File: src/rtl/counter_seq_ctrl.sv
// Wishbone-mapped sequencer for the 16-bit user counter: start/stop/pause, prescaler, compare match.
// Optional LA start/stop inputs are enabled with `define COUNTER_SEQ_LA_CTRL_EN.
module counter_seq_ctrl #(
   parameter logic [31:0] BASE_ADDR = 32'h3000_0000,
   parameter int unsigned PRESC_W   = 16
) (
   input  logic        wb_clk_i,
   input  logic        wb_rst_i,
   input  logic        wbs_stb_i,
   input  logic        wbs_cyc_i,
   input  logic        wbs_we_i,
   input  logic [3:0]  wbs_sel_i,
   input  logic [31:0] wbs_dat_i,
   input  logic [31:0] wbs_adr_i,
   output logic        wbs_ack_o,
   output logic [31:0] wbs_dat_o,
   input  logic [15:0] cnt_value,
   output logic        cnt_en,
   output logic        cnt_clr,
   output logic        busy,
   output logic        irq
`ifdef COUNTER_SEQ_LA_CTRL_EN
   ,
   input  logic        la_start,
   input  logic        la_stop
`endif
);

   localparam logic [1:0] ST_IDLE  = 2'd0;
   localparam logic [1:0] ST_RUN   = 2'd1;
   localparam logic [1:0] ST_PAUSE = 2'd2;
   localparam logic [1:0] ST_DONE  = 2'd3;

   logic [1:0]         state_q, state_d;
   logic [PRESC_W-1:0] pcnt_q, pcnt_d;
   logic [PRESC_W-1:0] presc_q, presc_d;
   logic [15:0]        compare_q, compare_d;
   logic               mode_q, mode_d;
   logic               irq_en_q, irq_en_d;
   logic               match_q, match_d;
   logic               start_q, start_d;
   logic               stop_q, stop_d;
   logic               clr_q, clr_d;
   logic               ack_q, ack_d;
   logic [31:0]        dat_q, dat_d;

   logic        hit, wr, ctrl_wr, status_w1c;
   logic [2:0]  off;
   logic [31:0] wmask, rdata;
   logic        la_start_rise, la_stop_rise;
   logic        start_cmd, stop_cmd, clr_cmd;
   logic        en_s, clr_s, match_set;
   logic        unused_sig;

   for (genvar gi = 0; gi < 4; gi++) begin : g_wmask
      assign wmask[gi*8 +: 8] = {8{wbs_sel_i[gi]}};
   end

   assign unused_sig = ^{wbs_adr_i[1:0], wbs_dat_i, wmask};

`ifdef COUNTER_SEQ_LA_CTRL_EN
   logic la_start_q, la_start_prev_q, la_stop_q, la_stop_prev_q;

   always_ff @(posedge wb_clk_i) begin
      if (wb_rst_i) begin
         la_start_q      <= 1'b0;
         la_start_prev_q <= 1'b0;
         la_stop_q       <= 1'b0;
         la_stop_prev_q  <= 1'b0;
      end else begin
         la_start_q      <= la_start;
         la_start_prev_q <= la_start_q;
         la_stop_q       <= la_stop;
         la_stop_prev_q  <= la_stop_q;
      end
   end

   assign la_start_rise = la_start_q & ~la_start_prev_q;
   assign la_stop_rise  = la_stop_q & ~la_stop_prev_q;
`else
   assign la_start_rise = 1'b0;
   assign la_stop_rise  = 1'b0;
`endif

   always_comb begin
      hit        = wbs_cyc_i & wbs_stb_i & ~ack_q & (wbs_adr_i[31:5] == BASE_ADDR[31:5]);
      wr         = hit & wbs_we_i;
      off        = wbs_adr_i[4:2];
      ctrl_wr    = wr & (off == 3'd0) & wbs_sel_i[0];
      status_w1c = wr & (off == 3'd1) & wbs_sel_i[0] & wbs_dat_i[2];

      mode_d    = ctrl_wr ? wbs_dat_i[2] : mode_q;
      irq_en_d  = ctrl_wr ? wbs_dat_i[3] : irq_en_q;
      start_d   = ctrl_wr & wbs_dat_i[0];
      stop_d    = ctrl_wr & wbs_dat_i[1];
      clr_d     = ctrl_wr & wbs_dat_i[4];
      presc_d   = presc_q;
      compare_d = compare_q;
      if (wr && off == 3'd2)
         presc_d = (presc_q & ~wmask[PRESC_W-1:0]) | (wbs_dat_i[PRESC_W-1:0] & wmask[PRESC_W-1:0]);
      if (wr && off == 3'd3)
         compare_d = (compare_q & ~wmask[15:0]) | (wbs_dat_i[15:0] & wmask[15:0]);

      case (off)
         3'd0:    rdata = {28'd0, irq_en_q, mode_q, 2'b00};
         3'd1:    rdata = {29'd0, match_q, state_q};
         3'd2:    rdata = 32'(presc_q);
         3'd3:    rdata = {16'd0, compare_q};
         3'd4:    rdata = {16'd0, cnt_value};
         default: rdata = 32'd0;
      endcase
      ack_d = hit;
      dat_d = (hit && !wbs_we_i) ? rdata : 32'd0;
   end

   always_comb begin
      start_cmd = start_q | la_start_rise;
      stop_cmd  = stop_q | la_stop_rise;
      clr_cmd   = clr_q;
      state_d   = state_q;
      pcnt_d    = pcnt_q;
      en_s      = 1'b0;
      clr_s     = 1'b0;
      match_set = 1'b0;

      // STOP beats START; a pending CLR suppresses the tick entirely.
      case (state_q)
         ST_IDLE, ST_DONE: begin
            if (start_cmd && !stop_cmd) begin
               state_d = ST_RUN;
               clr_s   = 1'b1;
               pcnt_d  = '0;
            end
         end
         ST_RUN: begin
            if (stop_cmd) begin
               state_d = ST_PAUSE;
            end else if (!clr_cmd) begin
               if (pcnt_q == presc_q) begin
                  pcnt_d = '0;
                  if (cnt_value == compare_q) begin
                     match_set = 1'b1;
                     if (mode_q) clr_s   = 1'b1;
                     else        state_d = ST_DONE;
                  end else begin
                     en_s = 1'b1;
                  end
               end else begin
                  pcnt_d = pcnt_q + PRESC_W'(1);
               end
            end
         end
         ST_PAUSE: begin
            if (start_cmd && !stop_cmd) state_d = ST_RUN;
         end
         default: state_d = ST_IDLE;
      endcase

      if (clr_cmd) begin
         clr_s  = 1'b1;
         pcnt_d = '0;
         if (state_d == ST_DONE) state_d = ST_IDLE;
      end
      match_d = match_set | (match_q & ~status_w1c);
   end

   always_ff @(posedge wb_clk_i) begin
      if (wb_rst_i) begin
         state_q   <= ST_IDLE;
         pcnt_q    <= '0;
         presc_q   <= '0;
         compare_q <= '0;
         mode_q    <= 1'b0;
         irq_en_q  <= 1'b0;
         match_q   <= 1'b0;
         start_q   <= 1'b0;
         stop_q    <= 1'b0;
         clr_q     <= 1'b0;
         ack_q     <= 1'b0;
         dat_q     <= '0;
      end else begin
         state_q   <= state_d;
         pcnt_q    <= pcnt_d;
         presc_q   <= presc_d;
         compare_q <= compare_d;
         mode_q    <= mode_d;
         irq_en_q  <= irq_en_d;
         match_q   <= match_d;
         start_q   <= start_d;
         stop_q    <= stop_d;
         clr_q     <= clr_d;
         ack_q     <= ack_d;
         dat_q     <= dat_d;
      end
   end

   // Strobes are combinational so the counter moves on the same edge the tick is seen.
   assign cnt_en    = en_s & ~wb_rst_i;
   assign cnt_clr   = clr_s & ~wb_rst_i;
   assign wbs_ack_o = ack_q;
   assign wbs_dat_o = dat_q;
   assign busy      = (state_q == ST_RUN) || (state_q == ST_PAUSE);
   assign irq       = match_q & irq_en_q;

endmodule

File: config.mk
export PLATFORM = sky130hd
export DESIGN_NAME = counter_seq_ctrl
export DESIGN_NICKNAME = d
export VERILOG_FILES = /design/src/rtl/counter_seq_ctrl.sv
export SDC_FILE = /design/constraint.sdc
export NUM_CORES = 1
export LEC_CHECK = 0
export CAP_MARGIN = 10
export CORE_MARGIN = 1
export CORE_UTILIZATION = 39
export CTS_BUF_LIST = sky130_fd_sc_hd__clkbuf_4 sky130_fd_sc_hd__clkbuf_8 sky130_fd_sc_hd__clkbuf_16
export CTS_CLUSTER_SIZE = 8
export DETAILED_ROUTE_END_ITERATION = 8
export PLACE_DENSITY = 0.72
export SLEW_MARGIN = 20
export SYNTH_ARGS = -nofsm -noshare
export SYNTH_HDL_FRONTEND = slang
export SYNTH_SLANG_ARGS = --single-unit
export TNS_END_PERCENT = 100
File: constraint.sdc
create_clock -name wb_clk_i -period 2.2 [get_ports wb_clk_i]
set_clock_uncertainty 0.2 [all_clocks]
set_input_delay 0.22 -clock wb_clk_i [delete_from_list [all_inputs] [get_ports wb_clk_i]]
set_output_delay 0.22 -clock wb_clk_i [all_outputs]
set_load 0.05 [all_outputs]
* After elaboration in Yosys (flattened, before gate mapping) *
Index checks and enable logic that the tools add are counted.

storage, ports and cells
  flip-flop bits (word level) = 89

cells by class
  mux-type cells = 31
  reduce and logical (&&, ||, !) cells = 15
  $add $sub $neg = 1
  eq/ne operators = 13
  bitwise logic cells = 27

operators with widths
  operator                                                            number
  16-bit one-hot mux with 5 select lines                              1
  16-bit AND                                                          3
  16-bit 2-to-1 mux                                                   3
  16-bit == test                                                      2
  16-bit bitwise OR                                                   2
  16-bit one-hot mux with 2 select lines                              1
  27-bit by 25-bit == test with 1-bit output (second input constant)  1
  16-bit by 1-bit adder with 16-bit output (second input constant)    1
  1-bit AND                                                           16
  1-bit 2-to-1 mux                                                    16
  2-bit 2-to-1 mux                                                    8
  16-bit NOT                                                          1
  2-bit == test (second input constant)                               3
  3-bit by 2-bit == test with 1-bit output (second input constant)    2
  2-bit OR reduction                                                  3
  1-bit logical AND                                                   4
  2-bit != test (second input constant)                               2
  1-bit NOT                                                           4
  2-bit one-hot mux with 2 select lines                               1
  3-bit by 1-bit == test with 1-bit output (second input constant)    1
  3-bit == test (second input constant)                               1
  3-bit logical NOT                                                   1
  3-bit AND reduction                                                 1
  3-bit OR reduction                                                  1
  other kinds (7)                                                     8

* Longest topological paths before layout *
  depth after elaboration = 10
  mapped depth = 7
  depth with buffers taken out = 7

* Worst setup path after synthesis *
Ideal clock, no wire load.

  kind = reg2out
  start = register pcnt_q[2]
  end = output cnt_clr
  setup slack = -0.272 ns
  cell stages (with the launch flop) = 6
  arrival = 2.052 ns
  buffers on the path = 0
  path through = dfxtp_1 > xnor2_1 > nand4_1 > nor4_1 > nand4_1 > a21oi_1

on the way
  longest elaborated chain between the ends = 6

ends and longest elaborated chain
  what                                   RTL line  text
  start, declared                        35        logic [PRESC_W-1:0] pcnt_q, pcnt_d;
  start signal, assigned                 183       pcnt_q <= pcnt_d;
  16-bit == test                         139       if (pcnt_q == presc_q) begin
  1-bit 2-to-1 mux                       139
  1-bit 2-to-1 mux                       136       if (stop_cmd) begin
  1-bit one-hot mux with 2 select lines  127       case (state_q)
  1-bit 2-to-1 mux                       159       if (clr_cmd) begin
  1-bit AND                              199       assign cnt_clr = clr_s & ~wb_rst_i;
  end, declared                          19        output logic cnt_clr,

No other way between the ends.

* Worst setup path after layout *
  start = input cnt_value[15]
  end = output cnt_clr

on the way
  longest elaborated chain between the ends = 7

ends and longest elaborated chain
  what                                   RTL line  text
  start, declared                        17        input logic [15:0] cnt_value,
  16-bit == test                         141       if (cnt_value == compare_q) begin
  1-bit 2-to-1 mux                       141
  1-bit 2-to-1 mux                       139
  1-bit 2-to-1 mux                       136
  1-bit one-hot mux with 2 select lines  127
  1-bit 2-to-1 mux                       159
  1-bit AND                              199

No other way between the ends.

==> out/qor.yml <==
status:
  outcome: "finished with violations"
  failed_checks: "setup timing"
logic_synthesis:
  avgSynthCellArea_um2: 9.46
  synth_seq_cells: 73
  synth_common_cells: "nor2_1, dfxtp_1, mux2i_1"
  synth-edff-count: 0
  yosysMostFrequentCell: "nor2_1"
  ys_seq_area_share_pct: 37.3
  synth_area_um2: 3920
  ys_warn_count: 0
  synthFlopType: "dfxtp_1"
  synth_area_leaders: "dfxtp_1, mux2i_1, nor2_1"
  syn_inst: 414
  yosysTopAreaCell: "dfxtp_1"
  async_flop_share_pct: 0
  synth.top_cell.area_share_pct: 37.3
  ys_types: 47
worst_setup_path:
  cp-end-kind: "output port"
  cp_num_buf_inv: 3
  arrival_ns: 1.99
  critPathKind: "in2out"
  start_kind: "input port"
  cp_top_family: "buffers and inverters"
  worst_path_max_delay_cell: "clkdlybuf4s50_1"
  crit_fanout: 4
  cp_data_required_time_ns: 1.78
  crit_chain: "clkdlybuf4s50_1, xnor2_1, nand4_1, nor4_2, buf_4, nand4_1, a21oi_2, buf_12"
  crit_top_cell: "nand4_1"
  slowest_delay_ns: 0.51
grt:
  grt_pass1_vias: 3223
  antenna_found_initial: 0
  grt-ovfl-total: 0
  grt_pass1_wl_mm: 15.2
  grt_max_degree: 28
  grtUsageTotal_pct: 19.1
routing:
  drtIter0Drc: 111
  wirelength_mm: 9.74
  vias: 3266
  drt-vias-per-instance: 4.81
  wl_met3_um: 359
  top_layer: "met4"
  ant_nets: 0
  dr.pass1.iters: 6
  wl_per_cell_um: 14.3
  drc_errors: 0
  met1_length_mm: 4.22
  route.met2.wl_mm: 4.99
placement:
  portBuffers: 89
  gp_congestion: 0.848
  post-dp-hpwl_mm: 7.47
sta:
  fin_tns_setup_ns: -0.335
  fin_ws_ns: -0.211
  finalCriticalPeriod_ns: 2.41
  slew_viol_final: 0
  slew_headroom_pct: 56.2
  hold_viol: 0
  setup_viol: 2
  tightest_slew_ns: 0.654
  fmax_mhz: 415
  rsz0062_at_grt: "yes"
  fin_crit_sh_pct: 110
clocking:
  cts_root_buf: "clkbuf_8"
  worstSkewPairLatency_ns: 0.34
  cts_tree: "built"
  clkSinkCount: 73
  cts_max_level: 3
  clk_pin_slew_ns: 0.08
  cts_buffer_depth: 2
  tritoncts.num_buffers: 9
floorplanning:
  core-area_um2: 9770
  die_h_um: 102
  placementRows: 36
  initial_core_util_pct: 40.1
  ioPinCount: 126
  fp.dieW_um: 102
  dieArea_um2: 10400
power:
  cellPowerDensity_nw_per_um2: 465
  ir_drop_v: 0.000325
  total_power_mw: 2.58
  p_leak_nw: 2.11
layout:
  final_nets: 634
  area_delta_synth_final_pct: 41.9
  drive_gt1_share_pct: 23.6
  nFillCells: 867
  insertedDiodeCount: 0
job:
  max-cap-violations: 0
worst_hold_path:
  hp-class: "in2reg"
[through the flow]
| stage | hold slack (ns) | utilization, % | instance area [um2] | instances | worst slack, ns |
|---|---|---|---|---|---|
| after CTS | 0.290 | 55.8 | 5450 | 677 | -0.169 |
| after detailed placement | 0.279 | 52.8 | 5160 | 652 | -0.332 |
| after global placement | 0.273 | 52.7 | 5150 | 652 | -0.357 |
| after floorplan | 0.132 | - | 3980 | 429 | -0.0354 |
| after global routing | 0.0518 | 56.8 | 5560 | 679 | -0.303 |
| final | 0.0407 | 56.8 | 5560 | 679 | -0.211 |
[cells in the final DEF (no fill, tap or decap), drive strengths merged, types with 2 or more instances in the layout]
cell           synthesis  routed
nor2                  92      92
clkdlybuf4s50          0      79
dfxtp                 73      73
mux2i                 52      52
buf                   22      48
xnor2                 35      35
a21oi                 19      19
conb                   1      16
nand4                 15      15
xor2                  12      12
clkbuf                11      10
nand2                  9       9
nor4                   9       9
inv                    7       8
nand3                  7       7
nor2b                  4       4
and4                   4       4
dlymetal6s2s           0       4
nor3                   4       4
o21ai                  3       3
and3                   3       3
ha                     3       3
clkinv                 0       3
dlygate4sd2            0       3
and2                   2       2
nand2b                 2       2
nor4b                  2       2
or4                    2       2
o41ai                  2       2
or4b                   1       2
a31oi                  2       2
a22oi                  2       2
o22a                   2       2
nor3b                  2       2
[path summary, 6_finish.rpt]
check | start | to | slack (ns) | cells past startpoint
worst max register to register | state_q[0] | pcnt_q[3] | 0.17 | 6
worst min-delay path | cnt_value[9] | wbs_dat_o[9] | 0.04 | 3
worst max-delay path | cnt_value[15] | cnt_clr | -0.21 | 8
worst min register to register | match_q | match_q | 0.30 | 2
[routing by layer]
metal,track usage [%],up-vias
met4,7.80,0
met3,3.08,14
li1,-,1652
met1,22.7,1516
met2,34.2,84
met5,0,-
[kinds of logic after synthesis]
family / share of synthesized area [%]
other cells: 0.0958
mux: 13.3
xor+xnor: 10.5
buf+inv: 5.97
flops: 37.3
simple gates: 26.5
compound gates: 5.34
fa+ha+maj: 0.959
[report_power, final]
group | internal [mW] | switching [mW]
clock | 0.432 | 0.495
combinational | 0.163 | 0.180
sequential | 1.31 | 0.000000000121
total | 1.91 | 0.675
[worst register-to-register path: stages, from the launching register on]
cell and delay [ns]:
dfxtp_1 0.33, inv_1 0.05, ha_1 0.32, mux2i_2 0.34, nor2_1 0.13, a211o_2 0.44, nor2_1 0.15
[layout make-up]
class / count / area, um2 / area share [%]
clock buffers: 10 / 138 / 2.48
clock inverters: 5 / 31.3 / 0.563
inverters: 7 / 26.3 / 0.473
multi-input cells: 317 / 2390 / 43.0
flip-flops and latches: 73 / 1500 / 27.0
well taps: 133 / 166 / 3.00
repair buffers: 134 / 1300 / 23.4
[what timing repair did]
| action | in CTS | in global routing |
|---|---|---|
| pin swaps | 11 | 14 |
| gates resized for setup | 23 | 25 |
| hold buffers | 0 | 0 |
| cloned | 0 | 1 |
| buffers inserted | 10 | 1 |
| setup endpoints to repair | 8 | 30 |
Power figures use the tool's default switching activity.
